`src/rtl/mips_instr_encoder.sv`:
```
// mips_instr_encoder: packs symbolic MIPS operations into 32-bit instruction
// words for the instruction-memory loader. The block keeps its own write
// address and resolves beq/j targets from absolute byte addresses.
// The data path is a 2-stage valid/ready pipeline:
//   S1 captures the command with its address A and the word address of A+4.
//   S2 encodes the command and registers the result on the output ports.
module mips_instr_encoder #(
    parameter logic [31:0] RESET_ADDR = 32'h0000_0000,
    parameter bit          ERR_NOP    = 1'b1
) (
    input  logic        clk,
    input  logic        rst_n,
    input  logic        addr_load,
    input  logic [31:0] addr_load_val,
    input  logic        in_valid,
    output logic        in_ready,
    input  logic [3:0]  in_op,
    input  logic [4:0]  in_rs,
    input  logic [4:0]  in_rt,
    input  logic [4:0]  in_rd,
    input  logic [15:0] in_imm,
    input  logic [31:0] in_target,
    output logic        out_valid,
    input  logic        out_ready,
    output logic [31:0] out_instr,
    output logic [31:0] out_addr,
    output logic [1:0]  out_err,
    output logic        err_any
);

    // Symbolic operation codes on in_op
    localparam logic [3:0] OP_ADD  = 4'd0;
    localparam logic [3:0] OP_SUB  = 4'd1;
    localparam logic [3:0] OP_AND  = 4'd2;
    localparam logic [3:0] OP_OR   = 4'd3;
    localparam logic [3:0] OP_SLT  = 4'd4;
    localparam logic [3:0] OP_ADDI = 4'd5;
    localparam logic [3:0] OP_LW   = 4'd6;
    localparam logic [3:0] OP_SW   = 4'd7;
    localparam logic [3:0] OP_BEQ  = 4'd8;
    localparam logic [3:0] OP_J    = 4'd9;

    // Error codes on out_err
    localparam logic [1:0] ERR_OK  = 2'd0;
    localparam logic [1:0] ERR_ILL = 2'd1;
    localparam logic [1:0] ERR_BEQ = 2'd2;
    localparam logic [1:0] ERR_J   = 2'd3;

    localparam logic [31:0] START_ADDR = RESET_ADDR & ~32'h3;

    // Write address counter
    logic [31:0] r_addr;

    // Stage 1 registers
    logic        r_s1_valid;
    logic [3:0]  r_s1_op;
    logic [4:0]  r_s1_rs;
    logic [4:0]  r_s1_rt;
    logic [4:0]  r_s1_rd;
    logic [15:0] r_s1_imm;
    logic [31:0] r_s1_target;
    logic [31:0] r_s1_addr;
    logic [29:0] r_s1_p4w;     // word address of A+4; byte bits are always zero

    // Handshake and encoder wires
    logic        w_accept;
    logic        w_s2_load;
    logic        w_out_take;
    logic [30:0] w_disp;       // (target - P4) >>> 2, 31-bit signed
    logic        w_beq_ok;
    logic        w_j_ok;
    logic [31:0] w_instr;
    logic [1:0]  w_err;

    // S1 may move forward when S2 is empty or its word leaves this cycle
    assign w_out_take = out_valid & out_ready;
    assign w_s2_load  = r_s1_valid & (~out_valid | out_ready);
    assign in_ready   = ~addr_load & (~r_s1_valid | ~out_valid | out_ready);
    assign w_accept   = in_valid & in_ready;

    // P4 is word aligned, so the word-level difference equals the arithmetic
    // shift of the byte difference even when the target is misaligned.
    assign w_disp   = {1'b0, r_s1_target[31:2]} - {1'b0, r_s1_p4w};
    assign w_beq_ok = (r_s1_target[1:0] == 2'b00) &&
                      (w_disp[30:15] == {16{w_disp[30]}});
    assign w_j_ok   = (r_s1_target[1:0] == 2'b00) &&
                      (r_s1_target[31:28] == r_s1_p4w[29:26]);

    // Address counter: an explicit load wins over the increment on accept
    always_ff @(posedge clk or negedge rst_n) begin
        // NOTE: state registers use non-blocking assignments so every flop
        // samples pre-edge values regardless of block ordering.
        if (!rst_n) begin
            r_addr <= START_ADDR;
        end else if (addr_load) begin
            r_addr <= addr_load_val & ~32'h3;
        end else if (w_accept) begin
            r_addr <= r_addr + 32'd4;
        end
    end

    // Stage 1: capture the command together with its address and P4
    always_ff @(posedge clk or negedge rst_n) begin
        if (!rst_n) begin
            r_s1_valid  <= 1'b0;
            r_s1_op     <= 4'd0;
            r_s1_rs     <= 5'd0;
            r_s1_rt     <= 5'd0;
            r_s1_rd     <= 5'd0;
            r_s1_imm    <= 16'd0;
            r_s1_target <= 32'd0;
            r_s1_addr   <= 32'd0;
            r_s1_p4w    <= 30'd0;
        end else if (w_accept) begin
            r_s1_valid  <= 1'b1;
            r_s1_op     <= in_op;
            r_s1_rs     <= in_rs;
            r_s1_rt     <= in_rt;
            r_s1_rd     <= in_rd;
            r_s1_imm    <= in_imm;
            r_s1_target <= in_target;
            r_s1_addr   <= r_addr;
            r_s1_p4w    <= r_addr[31:2] + 30'd1;
        end else if (w_s2_load) begin
            r_s1_valid  <= 1'b0;
        end
    end

    // Encoder: build the instruction word and error code from the S1 entry
    always_comb begin
        // NOTE: defaults first so every path assigns both outputs and no
        // latch is inferred for the unlisted opcodes.
        w_instr = 32'd0;
        w_err   = ERR_OK;
        case (r_s1_op)
            OP_ADD:  w_instr = {6'h00, r_s1_rs, r_s1_rt, r_s1_rd, 5'h00, 6'h20};
            OP_SUB:  w_instr = {6'h00, r_s1_rs, r_s1_rt, r_s1_rd, 5'h00, 6'h22};
            OP_AND:  w_instr = {6'h00, r_s1_rs, r_s1_rt, r_s1_rd, 5'h00, 6'h24};
            OP_OR:   w_instr = {6'h00, r_s1_rs, r_s1_rt, r_s1_rd, 5'h00, 6'h25};
            OP_SLT:  w_instr = {6'h00, r_s1_rs, r_s1_rt, r_s1_rd, 5'h00, 6'h2A};
            OP_ADDI: w_instr = {6'h08, r_s1_rs, r_s1_rt, r_s1_imm};
            OP_LW:   w_instr = {6'h23, r_s1_rs, r_s1_rt, r_s1_imm};
            OP_SW:   w_instr = {6'h2B, r_s1_rs, r_s1_rt, r_s1_imm};
            OP_BEQ: begin
                w_instr = {6'h04, r_s1_rs, r_s1_rt, w_disp[15:0]};
                if (!w_beq_ok) w_err = ERR_BEQ;
            end
            OP_J: begin
                w_instr = {6'h02, r_s1_target[27:2]};
                if (!w_j_ok) w_err = ERR_J;
            end
            default: begin
                w_instr = 32'd0;
                w_err   = ERR_ILL;
            end
        endcase
        if (ERR_NOP && (w_err != ERR_OK)) w_instr = 32'd0;
    end

    // Stage 2: output register, held while the consumer stalls
    always_ff @(posedge clk or negedge rst_n) begin
        if (!rst_n) begin
            out_valid <= 1'b0;
            out_instr <= 32'd0;
            out_addr  <= 32'd0;
            out_err   <= ERR_OK;
        end else if (w_s2_load) begin
            out_valid <= 1'b1;
            out_instr <= w_instr;
            out_addr  <= r_s1_addr;
            out_err   <= w_err;
        end else if (w_out_take) begin
            out_valid <= 1'b0;
        end
    end

    // Sticky error flag over delivered words; an address load clears it
    always_ff @(posedge clk or negedge rst_n) begin
        if (!rst_n) begin
            err_any <= 1'b0;
        end else if (addr_load) begin
            err_any <= 1'b0;
        end else if (w_out_take && (out_err != ERR_OK)) begin
            err_any <= 1'b1;
        end
    end

endmodule

```
`config.mk`:
```
export PLATFORM = sky130hd
export DESIGN_NAME = mips_instr_encoder
export DESIGN_NICKNAME = d
export VERILOG_FILES = /design/src/rtl/mips_instr_encoder.sv
export SDC_FILE = /design/constraint.sdc
export NUM_CORES = 1
export LEC_CHECK = 0
export ABC_AREA = 1
export CORE_ASPECT_RATIO = 1.75
export CORE_MARGIN = 4
export CORE_UTILIZATION = 35
export DETAILED_ROUTE_END_ITERATION = 8
export SLEW_MARGIN = 20
export SYNTH_ARGS = -nofsm -noshare
export SYNTH_HDL_FRONTEND = slang
export SYNTH_SLANG_ARGS = --single-unit
```
`constraint.sdc`:
```
create_clock -name clk -period 4.8 [get_ports clk]
set_input_delay 0.72 -clock clk [delete_from_list [all_inputs] [get_ports clk]]
set_output_delay 0.72 -clock clk [all_outputs]
set_load 0.02 [all_outputs]
```
Yosys cells after proc, flatten, opt, wreduce, memory -nomap -nowiden. Cells that the tools add are included.

Register bits after elaboration: 230. Bits in latches: 0. Memory bits (writable): 0. Bits in read-only memories: 0. Input port bits: 104. Output and inout bits: 69. Logic and storage cells: 64. Memories: 0.

Add/sub/neg operators: 3. $mul: 0. Div/mod/pow operators: 0. $lt $le $gt $ge: 0. Equality and inequality tests: 11. Shifts and indexed selects: 0. Multiplexer cells: 13. Bitwise gates (word level): 10. Reduce and logical (&&, ||, !) cells: 12.

Operator list (number): 32-bit one-hot mux with 10 select lines (1); 32-bit two-way mux (3); 32-bit by 3-bit adder with 32-bit output, second input constant (1); 30-bit by 30-bit subtractor with 31-bit output (1); 30-bit by 1-bit adder with 30-bit output, second input constant (1); 4-bit by 3-bit equality test with 1-bit output, second input constant (4); 15-bit equality test (1); 2-bit nonzero test (6); 4-bit by 2-bit equality test with 1-bit output, second input constant (2); 4-bit equality test, second input constant (2); 8-bit OR reduction (1); 1-bit two-way mux (6); 2-bit one-hot mux with 3 select lines (1); 1-bit bitwise AND (4); 4-bit by 1-bit equality test with 1-bit output, second input constant (1); 4-bit equality test (1); 4-bit logical NOT (1); 2-bit two-way mux (2); 1-bit logical AND (3); 1-bit NOT (3); 1-bit OR (3); 2-bit logical NOT (1).

Logic depth before layout (Yosys ltp).
Depth after elaboration: 7. Mapped depth: 23. Gate-level depth less buffers: 22.

Least setup slack after synthesis. Ideal clock, no wire load.

Path kind: in2reg. From: in addr_load. To: reg r_s1_target[23]. Arrival: 2.395 ns. Data required time: 4.734 ns. Setup slack: 2.340 ns. Stages: 8. Buffers on the path: 3. Cell sequence: clkbuf_1 a31oi_1 nand2_1 inv_1 clkbuf_1 buf_1 nand2_1 nand2_1.

Longest elaborated chain between the ends: 3.

RTL lines: start: declaration (RTL line 13) `input logic addr_load,`; 1-bit NOT (RTL line 78) `assign in_ready = ~addr_load & (~r_s1_valid | ~out_valid | out_ready);`; 1-bit bitwise AND (RTL line 78); via in_ready (RTL line 16) `output logic in_ready,`; 1-bit bitwise AND (RTL line 79) `assign w_accept = in_valid & in_ready;`; end signal: assignment (RTL line 121) `r_s1_target <= in_target;`; end: declaration (RTL line 61) `logic [31:0] r_s1_target;`.

The timed path passes the listed nets, and every way through them passes these cells. A chain may end at the register's enable or synchronous reset.

Worst setup path after layout.
From: reg r_s1_target[9]. To: reg out_instr[7].

Longest elaborated chain between the ends: 7. Elaborated cells between the ends (all ways): 8.

RTL lines: 30-bit by 30-bit subtractor with 31-bit output (RTL line 83) `assign w_disp = {1'b0, r_s1_target[31:2]} - {1'b0, r_s1_p4w};`; 15-bit equality test (RTL line 85) `(w_disp[30:15] == {16{w_disp[30]}});`; 1-bit logical AND (RTL line 84) `assign w_beq_ok = (r_s1_target[1:0] == 2'b00) &&`; 2-bit two-way mux (RTL line 146) `if (!w_beq_ok) w_err = ERR_BEQ;`; 2-bit one-hot mux with 3 select lines (RTL line 135) `case (r_s1_op)`; 2-bit nonzero test (RTL line 157) `if (ERR_NOP && (w_err != ERR_OK)) w_instr = 32'd0;`; 32-bit two-way mux (*) (RTL line 157); end signal: assignment (RTL line 169) `out_instr <= w_instr;`; end: declaration (RTL line 25) `output logic [31:0] out_instr,`.

Mark *: on every way between the ends. The rest lies on a longest branch, timed or not.

==> flow_summary_export.csv <==
group,metric,value,unit
status,outcome,"completed",
global_routing,first_global_vias,11006,
floorplanning,io_pins,173,
routing,antenna_left,0,
global_routing,grt.busiest_layer,"met2",
global_routing,grt.met2_usage,35.9,%
clock_tree,cts_sinks,222,
place,dp_worst_setup_slack,1.57,ns
place,port_buffers,167,
synthesis,ys.warnings.count,0,
routing,drc_errors,0,
global_routing,antenna_found_initial,0,
sta,tns,0,ns
global_routing,grt_usage,19.7,%
sta,rsz0062_at_grt,"no",
critical_path,crit_required,5.27,ns
synthesis,ys_seq_area_share,45.5,%
floorplanning,die_y,255,um
synthesis,synth.distinct_cells,45,
synthesis,synth_seq_cells,222,
final_layout,final_cell_mix,"nand2_1, dfrtp_1, inv_1",
clock_tree,cts-resized-gates,0,
sta,finalMaxSlewViolations,0,
clock_tree,cts_tree,"yes",
sta,slew_headroom,30.4,%
global_routing,use_met1,22.7,%
place,hpwlAfterDp,29000,um
clock_tree,clockBufferDepth,3,
final_layout,final_cells,2272,
routing,drt-pass1-iter-count,8,
sta,hold_viol,0,
final_layout,mostFrequentLayoutCell,"nand2_1",
floorplanning,core_area,34500,um^2
routing,drt_iter0_drc,683,
critical_path,cp-end-kind,"flop",
clock_tree,hold_buffers,0,
final_layout,area.growth.synth_to_final,23.1,%
sta,period_needed,3.19,ns
global_routing,use_met3,1.97,%
sta,holdWs,0.276,ns
routing,routedWlPerCell,16.7,um
critical_path,critical_path_class,"flop to flop",
routing,viasPerCell,4.85,
clock_tree,postCtsSetupBuffers,0,
global_routing,grt_start_max_net_pins,116,
final_layout,fin_nets,1934,
clock_tree,cts_buffers,22,
floorplanning,initial_core_util,35.4,%
worst_hold_path,hold_path_class,"input pin to asynchronous set/reset pin",
synthesis,synth_area,12200,um^2
global_routing,grt_overflow,0,
final_layout,antenna_cells,0,
sta,fin_crit_sh,66.5,%
final_layout,drive_above_1_share,5.79,%
sta,setup_violations,0,
clock_tree,htree_levels,1,
routing,wirelength,37900,um
critical_path,crit_path_start_kind,"flop",
sta,final.setup_skew,0.0244,ns
critical_path,crit_arrival,3.66,ns
sta,setup_ws,1.61,ns
place,gp_congestion,0.906,
global_routing,grt_pass1_wl,58800,um
critical_path,crit_fanout,29,
synthesis,synthCells,1653,
synthesis,syn_avg_cell_area,7.38,um^2
routing,via_count,11013,
floorplanning,row_count,90,
floorplanning,die_w,149,um
final_layout,final_util,43.6,%
clock_tree,clk_pin_slew,0.06,ns
place,dp.cells,2234,
clock_tree,cts-root-buf,"clkbuf_16",
power_and_ir_drop,powerDensity,445,nW/um^2
run,cap_violations,0,
floorplanning,die_area,38000,um^2
power_and_ir_drop,p_leak,7.66,nW
clock_tree,clock_latency,0.54,ns
power_and_ir_drop,ir_drop,0.000230,V
sta,tightest_slew,1.04,ns
sta,max_freq,313,MHz
-- final timing paths --
kind / start / endpoint / slack, ns / cells past startpoint
worst max register to register: r_s1_target[9]$_DFFE_PN0P_ / out_instr[7]$_DFFE_PN0P_ / 1.61 / 15
worst min register to register: r_s1_addr[4]$_DFFE_PN0P_ / out_addr[4]$_DFFE_PN0P_ / 0.47 / 2
max in group asynchronous: rst_n / r_s1_imm[4]$_DFFE_PN0P_ / 3.46 / 2
min in group clk: r_s1_addr[4]$_DFFE_PN0P_ / out_addr[4]$_DFFE_PN0P_ / 0.47 / 2
worst min-delay path: rst_n / out_addr[23]$_DFFE_PN0P_ / 0.28 / 1
worst max-delay path: r_s1_target[9]$_DFFE_PN0P_ / out_instr[7]$_DFFE_PN0P_ / 1.61 / 15
-- flip-flops by register name, indices dropped and copies added, names as in the netlist --
signal	flops
r_s1_rt	5
out_err	2
r_s1_imm	16
r_s1_valid	1
r_s1_op	4
out_instr	30
out_valid	1
r_s1_target	32
r_s1_p4w	30
r_addr	30
out_addr	30
r_s1_addr	30
r_s1_rs	5
r_s1_rd	5
err_any	1
-- stage by stage --
| stage | power (mW) | area, um^2 |
|---|---|---|
| after floorplan | 4.02 | 12200 |
| after global placement | 4.98 | 14300 |
| after detailed placement | 5.01 | 14300 |
| after CTS | 6.76 | 15000 |
| after global routing | 7.14 | 15000 |
| final | 6.69 | 15000 |
-- power breakdown --
group	total, mW	internal (mW)	switching [mW]
combinational	2.50	0.923	1.58
clock	1.73	0.963	0.763
sequential	2.47	2.22	0.248
-- critical path, cell delays in order, from the launching register on --
cell and delay [ns]:
dfrtp_1 0.44, ha_1 0.39, nand2_2 0.15, inv_1 0.07
a21oi_1 0.24, nand3_1 0.29, nand2_1 0.16, nand3_1 0.15
a21oi_1 0.20, nand3b_1 0.10, nand2_1 0.08, nand2_1 0.08
o21bai_2 0.12, buf_4 0.37, nand4_1 0.16, nand2_1 0.13
-- cell families after synthesis --
group | after synthesis | share of synthesized area [%]
AOI/OAI and AO/OA | 205 | 9.77
adders and majority gates | 32 | 3.34
other | 1 | 0.0307
and+or+nand+nor | 902 | 30.9
xor gates and xnor gates | 28 | 2.01
buffers and inverters | 263 | 8.40
DFF | 222 | 45.5
-- Yosys cell counts (all sizes together) --
library cell / instances / share of area (%)
o2111ai: 4 / 0.29
dfrtp: 222 / 46
a21boi: 1 / 0.062
o211ai: 12 / 0.74
clkbuf: 42 / 1.3
xnor2: 10 / 0.72
a22oi: 23 / 1.4
ha: 31 / 3.2
nor3: 16 / 1.1
nand3b: 5 / 0.31
or2: 4 / 0.21
nor4: 2 / 0.23
a21o: 2 / 0.12
a211oi: 1 / 0.062
o21bai: 3 / 0.22
nand2: 707 / 22
inv: 204 / 6.3
o31ai: 2 / 0.12
nor2: 69 / 2.3
a21oi: 41 / 1.7
conb: 1 / 0.031
a31o: 1 / 0.072
buf: 17 / 0.83
a221oi: 5 / 0.36
nand4: 39 / 2.0
nand3: 60 / 2.7
xor2: 18 / 1.3
o21ai: 103 / 4.3
a211o: 1 / 0.072
fa: 1 / 0.16
o22ai: 4 / 0.21
a31oi: 2 / 0.10
-- metal layers --
layer	part of all wire (%)	routed length [um]
met1	39	14800
met2	52	19500
met3	3.8	1430
met4	5.6	2140
met5	0	0
-- final cells by class --
cell class	count	area (um^2)
fillers	3597	19400
multi-input cells	1170	5640
flip-flops and latches	222	5560
repair buffers	178	1770
inverters	204	768
clock buffers	28	613
well taps	460	576
clock inverters	10	95.1
(Power assumes the default switching activity.)
